### config.mk
export PLATFORM = sky130hd
export DESIGN_NAME = csa_stream_accumulator
export DESIGN_NICKNAME = d
export VERILOG_FILES = /design/src/rtl/csa_stream_accumulator.sv
export SDC_FILE = /design/constraint.sdc
export NUM_CORES = 1
export LEC_CHECK = 0
export CAP_MARGIN = 20
export CORE_MARGIN = 1.5
export CORE_UTILIZATION = 51
export CTS_BUF_LIST = sky130_fd_sc_hd__clkbuf_8
export DETAILED_ROUTE_END_ITERATION = 16
export PLACE_DENSITY = 0.78
export SLEW_MARGIN = 20
export SYNTH_ARGS = -nofsm -noshare
export SYNTH_HDL_FRONTEND = slang
export SYNTH_SLANG_ARGS = --single-unit
### constraint.sdc
create_clock -name clk -period 2.7 [get_ports clk]
set_input_delay 0.54 -clock clk [delete_from_list [all_inputs] [get_ports clk]]
set_output_delay 0.54 -clock clk [all_outputs]
set_load 0.1 [all_outputs]
### src/rtl/csa_stream_accumulator.sv
// Streaming carry-save accumulator with chunked carry-propagate resolve.
// Define CSA_EXT_EN to count overflow carries into out_hi.
module csa_stream_accumulator #(
  parameter int WIDTH = 32,
  parameter int CHUNK = 8
) (
  input  logic             clk,
  input  logic             rst_n,
  input  logic             in_valid,
  output logic             in_ready,
  input  logic [WIDTH-1:0] in_data,
  input  logic             in_last,
  output logic             out_valid,
  input  logic             out_ready,
  output logic [WIDTH-1:0] out_data,
  output logic [7:0]       out_hi
);

  localparam int N  = WIDTH / CHUNK;
  localparam int KW = (N > 1) ? $clog2(N) : 1;

  typedef enum logic [1:0] {ACC, RESOLVE, DONE} state_t;

  state_t           state, state_nx;
  logic [WIDTH-1:0] s_q, c_q, result_q;
  logic [WIDTH-1:0] maj, c_sh;
  logic [KW-1:0]    k_q;
  logic             cr_q;
  logic [CHUNK:0]   csum;
  logic             acc_fire, last_chunk, out_fire;

  // Carry-save step and the current resolve chunk sum
  always_comb begin
    maj  = (s_q & c_q) | (s_q & in_data) | (c_q & in_data);
    c_sh = maj << 1;
    csum = {1'b0, s_q[int'(k_q)*CHUNK +: CHUNK]}
         + {1'b0, c_q[int'(k_q)*CHUNK +: CHUNK]}
         + {{CHUNK{1'b0}}, cr_q};
  end

  assign last_chunk = (k_q == KW'(N - 1));
  assign acc_fire   = in_valid && (state == ACC);
  assign out_fire   = out_ready && (state == DONE);
  assign out_data   = result_q;

  // State register
  always_ff @(posedge clk) begin
    if (!rst_n) state <= ACC;
    else        state <= state_nx;
  end

  // Next state and handshake outputs
  always_comb begin
    state_nx  = state;
    in_ready  = 1'b0;
    out_valid = 1'b0;
    unique case (state)
      ACC: begin
        in_ready = 1'b1;
        if (in_valid && in_last) state_nx = RESOLVE;
      end
      RESOLVE: begin
        if (last_chunk) state_nx = DONE;
      end
      DONE: begin
        out_valid = 1'b1;
        if (out_ready) state_nx = ACC;
      end
      default: state_nx = ACC;
    endcase
  end

  // Redundant accumulator, chunk index and resolved result
  always_ff @(posedge clk) begin
    if (!rst_n) begin
      s_q      <= '0;
      c_q      <= '0;
      result_q <= '0;
      k_q      <= '0;
      cr_q     <= 1'b0;
    end else if (acc_fire) begin
      s_q <= s_q ^ c_q ^ in_data;
      c_q <= c_sh;
      if (in_last) begin
        k_q  <= '0;
        cr_q <= 1'b0;
      end
    end else if (state == RESOLVE) begin
      result_q[int'(k_q)*CHUNK +: CHUNK] <= csum[CHUNK-1:0];
      cr_q <= csum[CHUNK];
      k_q  <= k_q + 1'b1;
    end else if (out_fire) begin
      s_q <= '0;
      c_q <= '0;
    end
  end

`ifdef CSA_EXT_EN
  logic [7:0] ext_q;

  // Count carries that fall off the top of the word
  always_ff @(posedge clk) begin
    if (!rst_n) begin
      ext_q <= '0;
    end else if (acc_fire) begin
      ext_q <= ext_q + 8'(maj[WIDTH-1]);
    end else if (state == RESOLVE && last_chunk) begin
      ext_q <= ext_q + 8'(csum[CHUNK]);
    end else if (out_fire) begin
      ext_q <= '0;
    end
  end

  assign out_hi = ext_q;
`else
  assign out_hi = '0;
`endif

endmodule
# After elaboration in Yosys (flattened, before gate mapping)
# Index checks and enable logic that the tools add are counted.
[op_classes] add_sub_neg=4 n_eq_ne=8 n_shift=4 n_mux=19 bitwise=8 n_reduce_logical=10
[ops] cell="32-bit two-way mux" count=6
[ops] cell="31-bit AND" count=3
[ops] cell="32-bit by 6-bit variable part select with 8-bit output" count=2
[ops] cell="32-bit XOR" count=2
[ops] cell="31-bit bitwise OR" count=2
[ops] cell="5-bit negator with 33-bit output" count=1
[ops] cell="8-bit by 33-bit variable shift with 32-bit output (first input constant)" count=1
[ops] cell="8-bit by 33-bit variable part select with 32-bit output" count=1
[ops] cell="32-bit bitwise mux" count=1
[ops] cell="2-bit two-way mux" count=6
[ops] cell="8-bit by 8-bit adder with 9-bit output" count=1
[ops] cell="9-bit by 1-bit adder with 9-bit output" count=1
[ops] cell="2-bit != test (second input constant)" count=4
[ops] cell="2-bit case mux with 3 select lines" count=1
[ops] cell="2-bit AND reduction" count=3
[ops] cell="1-bit two-way mux" count=5
[ops] cell="2-bit == test (second input constant)" count=2
[ops] cell="2-bit nonzero test" count=2
[ops] cell="1-bit logical AND" count=3
[ops] cell="3-bit AND reduction" count=1
[ops] cell="2-bit by 1-bit adder with 2-bit output (second input constant)" count=1
[ops] cell="2-bit by 1-bit == test with 1-bit output (second input constant)" count=1
[ops] cell="2-bit logical NOT" count=1
[ops] cell="2-bit by 1-bit != test with 1-bit output (second input constant)" count=1
[ops] cell="1-bit NOT" count=1
[totals] reg_bits=100 output_inout_bits=42

# Longest topological paths before layout
# Gate-level depths: netlist of run 1.
[depth] word_depth=5 depth_mapped=12 depth_no_buf=11

# Least setup slack after synthesis of run 1
# Ideal clock, no wire load.
[synth_path] path_kind="reg-to-reg" startpoint="reg k_q[0]" endpoint="reg result_q[30], in the netlist out_data[30]" t_arrival_ns=2.849 path_slack_ns=-0.284 path_stages_with_launch=11 n_path_buf=2 cell_sequence="dfxtp_1 -> buf_4 -> buf_2 -> mux4_2 -> fa_1 -> inv_1 -> fa_1 -> nor2b_1 -> o31a_1 -> a211oi_1 -> o21ai_0"
[synth_between] elab_chain_len=5 elab_cells_between_ends=8 classes_between="3 x add/sub; 4 x shift; 1 x mux"
[synth_rtl] item="start, declared" line="27" text="logic [KW-1:0] k_q;"
[synth_rtl] item="start signal, assigned" line="91" text="k_q <= k_q + 1'b1;"
[synth_rtl] item="32-bit by 6-bit variable part select with 8-bit output (on tied branches)" line="36, 37"
[synth_rtl] item="8-bit by 8-bit adder with 9-bit output" line="37" text="+ {1'b0, c_q[int'(k_q)*CHUNK +: CHUNK]}"
[synth_rtl] item="9-bit by 1-bit adder with 9-bit output" line="38" text="+ {{CHUNK{1'b0}}, cr_q};"
[synth_rtl] item="8-bit by 33-bit variable part select with 32-bit output" line="89" text="result_q[int'(k_q)*CHUNK +: CHUNK] <= csum[CHUNK-1:0];"
[synth_rtl] item="32-bit bitwise mux *" line="89"
[synth_rtl] item="end signal, assigned by index" line="89"
[synth_rtl] item="end, declared" line="25" text="logic [WIDTH-1:0] s_q, c_q, result_q;"
# Mark *: on every way between the ends. The rest lies on a longest branch, timed or not.
# A chain may end at the register's enable or synchronous reset.

# Worst setup path after layout of run 1
# Ends and elaborated chain as after synthesis.

==> flow_summary.ini, run 1 <==
[timing]
hold_ws_ns = 0.466
slew_headroom_pct = 56.1
setup_violations = 0
worst_pin_slew_ns = 0.658
rsz0062_at_grt = no
period_needed_ns = 2.57
setup_tns_ns = 0
fin_skew_ns = 0.0157
finalHoldViolations = 0
slew_violations = 0
timing.fmax_mhz = 389
finalCritPeriodShare_pct = 95.2

[power_and_ir_drop]
totalPowerFinal_w = 0.00309
peakVddDrop_mv = 0.376
p_leak_nw = 2.28
p_per_area_nw_per_um2 = 501

[yosys]
yosys-top-cells-count = 100 x dfxtp_1, 89 x nor2b_1, 85 x a22oi_1
synth_edf_count = 0
synth_xor_area_share_pct = 0.672
yosysMostFrequentCell = dfxtp_1
avgSynthCellArea_sq_um = 11.0
synthSimpleGateAreaFrac_pct = 17.4
synth-compound-area-share_pct = 16.3
synth_warnings = 0
synth_adder_area_share_pct = 15.6
ys_ff_latch = 100
synthMuxAreaShare_pct = 6.86
yosysTopAreaCellShare_pct = 38.4
async_reset_ff_share_pct = 0
synth_seq_area_share_pct = 38.4
ys.flop_type = dfxtp_1
synthTopCellsByArea = dfxtp_1 38%, fa_1 12%, a22oi_1 12%, nor2b_1 11%, mux4_2 6.5%
synth.largest_area_cell = dfxtp_1
synthCells = 473
synth_top_family_by_area = simple AND/OR/NAND/NOR gates
yosysUniqueCellTypes = 38
syn-cell-area_sq_um = 5210

[worst_setup_path]
worstPathRequired_ns = 2.99
cp_slowest_stage_delay_ns = 0.53
start_kind = flop
crit_path_end_kind = flop
worst-path-buf-inv = 1
crit_slowest_cell = mux4_2
path_cells = mux4_2 -> fa_2 -> inv_2 -> fa_2 -> nor2b_1 -> o31a_1 -> nor4b_2 -> a211oi_2 -> o21ai_0
cp_common_cell = fa_2
critical-path-top-delay-family = adder cells
worstSetupPathType = flop to flop
worst-endpoint-arrival_ns = 2.86
crit_path_max_fanout = 4

[routing]
drc_errors = 0
first_pass_iters = 5
drtIter0Drc = 192
wl_per_cell_um = 16.9
routed_via_density = 5.65
totalWireLength_mm = 11.4
via_count = 3823
ant_nets = 0

[placement]
dp_cells = 661
dp_hpwl_mm = 8.57
dpl_cell_area_sq_um = 5990
io_buffer_count = 70
gp_congestion = 0.850

[outcome]
outcome = finished clean

[clock_network]
clockBufferDepth = 2
cts_tree = done
cts_setup_buffers = 0
clock_latency_ns = 0.37
htree_num_levels = 3
cts_buffers = 9
cts_root_buf = clkbuf_8
hold_buffers = 0
numClockSinks = 100
clk_pin_slew_ns = 0.10

[global_route]
grt_usage_pct = 22.0
grt_max_degree = 40
grt_pass1_wl_mm = 19.0
grt_pass1_vias = 3704
antenna_found_initial = 0
gr-total-overflow = 0

[floorplanning]
core_sq_um = 9860
rows = 36
io_pins = 79
die_w_um = 104
die_y_um = 104
die_area_sq_um = 10800
initial_core_util_pct = 52.9

[finish]
drive_above_1_share_pct = 19.5
final_nets = 622
syn_to_final_growth_pct = 18.5
n_antenna_cell = 0
stdcell_area_sq_um = 6180
instances_no_fill = 677

[job]
max_cap_violations = 0

[min_path]
min_path_type = flop to flop
[worst reg2reg max path: cells and delay by family (launching register included)]
family | cells | cell delay (ns)
DFF | 1 | 0.39
buffers and inverters | 1 | 0.07
and+or+nand+nor | 2 | 0.33
AOI/OAI and AO/OA | 3 | 0.58
adders and majority gates | 2 | 0.60
muxes | 1 | 0.53
[final timing paths]
kind | start | endpoint | slack (ns) | cells past startpoint
worst max-delay path | k_q[0] | out_data[30] | 0.13 | 9
worst min-delay path | out_data[6] | out_data[6] | 0.47 | 2
worst max register to register | k_q[0] | out_data[30] | 0.13 | 9
worst min register to register | out_data[6] | out_data[6] | 0.47 | 2
[timing repair]
action / in CTS / in global routing
hold endpoints to repair: 0 / 0
setup endpoints to repair: 0 / 12
gates resized for setup: 0 / 5
[registers in the layout (all words and copies together), names as in the netlist]
register,count
s_q,32
out_data,32
cr_q,1
c_q,31
k_q,2
state,2
[power breakdown]
| group | total (W) | internal, W | switching (W) | leakage, nW |
|---|---|---|---|---|
| registers | 0.00160 | 0.00153 | 0.0000675 | 0.813 |
| clock network | 0.000896 | 0.000342 | 0.000554 | 0.0889 |
| logic | 0.000596 | 0.000257 | 0.000339 | 1.38 |
[cells by family after synthesis]
kind of cell | Yosys count
buf+inv | 47
flops | 100
compound gates | 121
fa+ha+maj | 46
other cells | 1
simple gates | 137
mux | 17
xor+xnor | 4
[final cells by class]
cell class,instances,area (sq um)
clock inverters,7,52.6
inverters,8,30.0
multi-input cells,333,3020
well taps,133,166
clock buffers,9,124
flip-flops and latches,100,2000
repair buffers,87,776
fillers,773,3690
[layout by cell type, fill, tap and decap left out, types with 2 or more instances in the layout]
master,count
a21o_1,2
a21oi_1,7
a22oi_1,85
buf_12,3
buf_4,48
clkbuf_8,9
clkdlybuf4s50_1,35
clkinvlp_4,2
conb_1,8
dfxtp_1,99
fa_1,30
fa_2,2
ha_1,14
inv_1,8
mux2i_1,2
mux4_2,15
nand2_1,11
nand2_2,3
nand2_8,3
nand3_1,13
nor2_1,8
nor2b_1,89
nor4b_4,3
o21ai_0,7
o21ai_1,9
or2_2,2
xnor2_1,4
[metrics by stage]
| step | util, % | setup slack, ns |
|---|---|---|
| floorplan | - | -0.0121 |
| global placement | 60.7 | 0.193 |
| detailed placement | 60.7 | 0.0581 |
| CTS | 62.5 | 0.0333 |
| global route | 62.6 | 0.0198 |
| finish | 62.6 | 0.130 |
[metal layers]
| layer | up-vias | GRT usage [%] | part of all wire [%] | wire, um |
|---|---|---|---|---|
| li1 | 1814 | - | - | - |
| met1 | 1888 | 30.3 | 46 | 5260 |
| met2 | 110 | 35.5 | 48 | 5480 |
| met3 | 11 | 3.95 | 4.9 | 559 |
| met4 | 0 | 6.35 | 1.2 | 133 |
| met5 | - | 0 | 0 | 0 |
Power figures use the tool's default switching activity.
==> run 2: changes to the inputs <==
--- a/config.mk
+++ b/config.mk
@@ -6,7 +6,7 @@
 export NUM_CORES = 1
 export LEC_CHECK = 0
 export CAP_MARGIN = 20
-export CORE_MARGIN = 1.5
+export CORE_MARGIN = 2
 export CORE_UTILIZATION = 51
 export CTS_BUF_LIST = sky130_fd_sc_hd__clkbuf_8
 export DETAILED_ROUTE_END_ITERATION = 16
==> flow_summary.ini, run 2 (synthesis gave the netlist of run 1 again) <==
[clock_network]
numClockSinks = 100
cts_tree = done
cts_root_buf = clkbuf_8
clock_latency_ns = 0.37
cts_buffers = 9
clk_pin_slew_ns = 0.10
htree_num_levels = 3
clockBufferDepth = 2

[routing]
via_count = 3831
first_pass_iters = 5
routed_via_density = 5.69
drc_errors = 0
ant_nets = 0
totalWireLength_mm = 11.3
drtIter0Drc = 199
wl_per_cell_um = 16.8

[timing]
setup_tns_ns = 0
worst_pin_slew_ns = 0.761
fin_skew_ns = 0.0123
slew_headroom_pct = 49.3
finalHoldViolations = 0
finalCritPeriodShare_pct = 95.8
period_needed_ns = 2.59
slew_violations = 0
rsz0062_at_grt = yes
timing.fmax_mhz = 387
setup_violations = 0

[min_path]
min_path_type = flop to flop
hp-start = out_data[21]

[worst_setup_path]
critical-path-top-delay-family = compound AO/OA/AOI/OAI gates
cp_slowest_stage_delay_ns = 0.53
worst-endpoint-arrival_ns = 2.88
cp_common_cell = fa_2
cp-startpoint = k_q[0]
worstReg2RegStart = k_q[0]
crit_slowest_cell = mux4_2
crit_path_max_fanout = 4
worst-path-buf-inv = 1
start_kind = flop
path_cells = mux4_2 -> fa_2 -> inv_2 -> fa_2 -> nor2b_1 -> o31a_1 -> nor4b_2 -> a211oi_2 -> o21ai_0
worstSetupPathType = flop to flop
crit_path_end_kind = flop
worstPathRequired_ns = 3.00

[power_and_ir_drop]
p_leak_nw = 2.27
totalPowerFinal_w = 0.00324
p_per_area_nw_per_um2 = 523
p_comb_share_pct = 18.2
swShare_pct = 28.9
p_seq_share_pct = 49.4
internal_power_w = 0.00231
peakVddDrop_mv = 0.344
clkPwrFrac_pct = 32.3
power.net_switching_w = 0.000935

[global_route]
grt_pass1_wl_mm = 18.6
grt_max_degree = 57
grt_usage_pct = 21.2
antenna_found_initial = 0
grt_pass1_vias = 3669
gr-total-overflow = 0

[placement]
dpl_cell_area_sq_um = 5950
dp_hpwl_mm = 8.26
gp_congestion = 0.887
io_buffer_count = 70

[finish]
n_antenna_cell = 0
fillCellCount = 773
layout_common_cells = 98 x dfxtp_1, 89 x nor2b_1, 85 x a22oi_1
syn_to_final_growth_pct = 18.9
drive_above_1_share_pct = 19.4
stdcell_area_sq_um = 6200
layout_commonest_cell = dfxtp_1
final_nets = 619

[floorplanning]
die_y_um = 105
initial_core_util_pct = 52.9
rows = 36
core_sq_um = 9860
die_area_sq_um = 11000
io_pins = 79
die_w_um = 105

[outcome]
outcome = finished clean

[job]
max_cap_violations = 0
run 2: metal layers:
| metal | global-route usage, % | share of wire, % | vias to the layer above |
|---|---|---|---|
| li1 | - | - | 1797 |
| met1 | 30.2 | 47 | 1887 |
| met2 | 32.6 | 47 | 130 |
| met3 | 3.74 | 5.1 | 17 |
| met4 | 6.95 | 1.7 | 0 |
| met5 | 0 | 0 | - |
run 2: worst min-delay path: stages (launching register included):
cell	delay (ns)
dfxtp_1	0.32
nand3_1	0.06
o21ai_1	0.05
run 2: what timing repair did:
item	4_1_cts	5_1_grt
endpoints found under the setup margin	0	16
hold endpoints to repair	0	0
buffers inserted	0	1
hold buffers	0	0
resized for setup	0	7
run 2: metrics by stage:
step,setup slack (ns),hold slack (ns),utilization (%),cells
finish,0.114,0.471,62.8,673
global route,-0.000918,0.491,62.8,673
CTS,0.0393,0.471,62.5,672
detailed placement,0.0670,0.458,60.3,657
global placement,0.0941,0.451,60.3,657
floorplan,-0.0121,0.510,-,480
run 2: power groups by stage:
| stage | Sequential, W | Combinational (W) | Clock [W] |
|---|---|---|---|
| 6_report | 0.00160 | 0.000591 | 0.00105 |
| 5_1_grt | 0.00161 | 0.000648 | 0.00112 |
| 4_1_cts | 0.00160 | 0.000586 | 0.00106 |
| 3_5_place_dp | 0.00163 | 0.000582 | 0 |
| 3_3_place_gp | 0.00163 | 0.000565 | 0 |
| 2_1_floorplan | 0.00164 | 0.000419 | 0 |
run 2: cell type report:
class                      count  area (sq um)  area share [%]
clock buffer                   9           124            2.00
clock inverter                 6          90.1            1.45
inverter                       8          30.0           0.484
multi-input combinational    333          3040            49.0
sequential                   100          2000            32.3
tap                          133           166            2.68
timing repair buffer          84           744            12.0
run 2: path summary, 6_finish.rpt:
kind / to / slack [ns] / cells past startpoint
hold reg to reg: out_data[21] / 0.47 / 2
setup / recovery: out_data[30] / 0.11 / 9
hold / removal: out_data[21] / 0.47 / 2
setup reg to reg: out_data[30] / 0.11 / 9
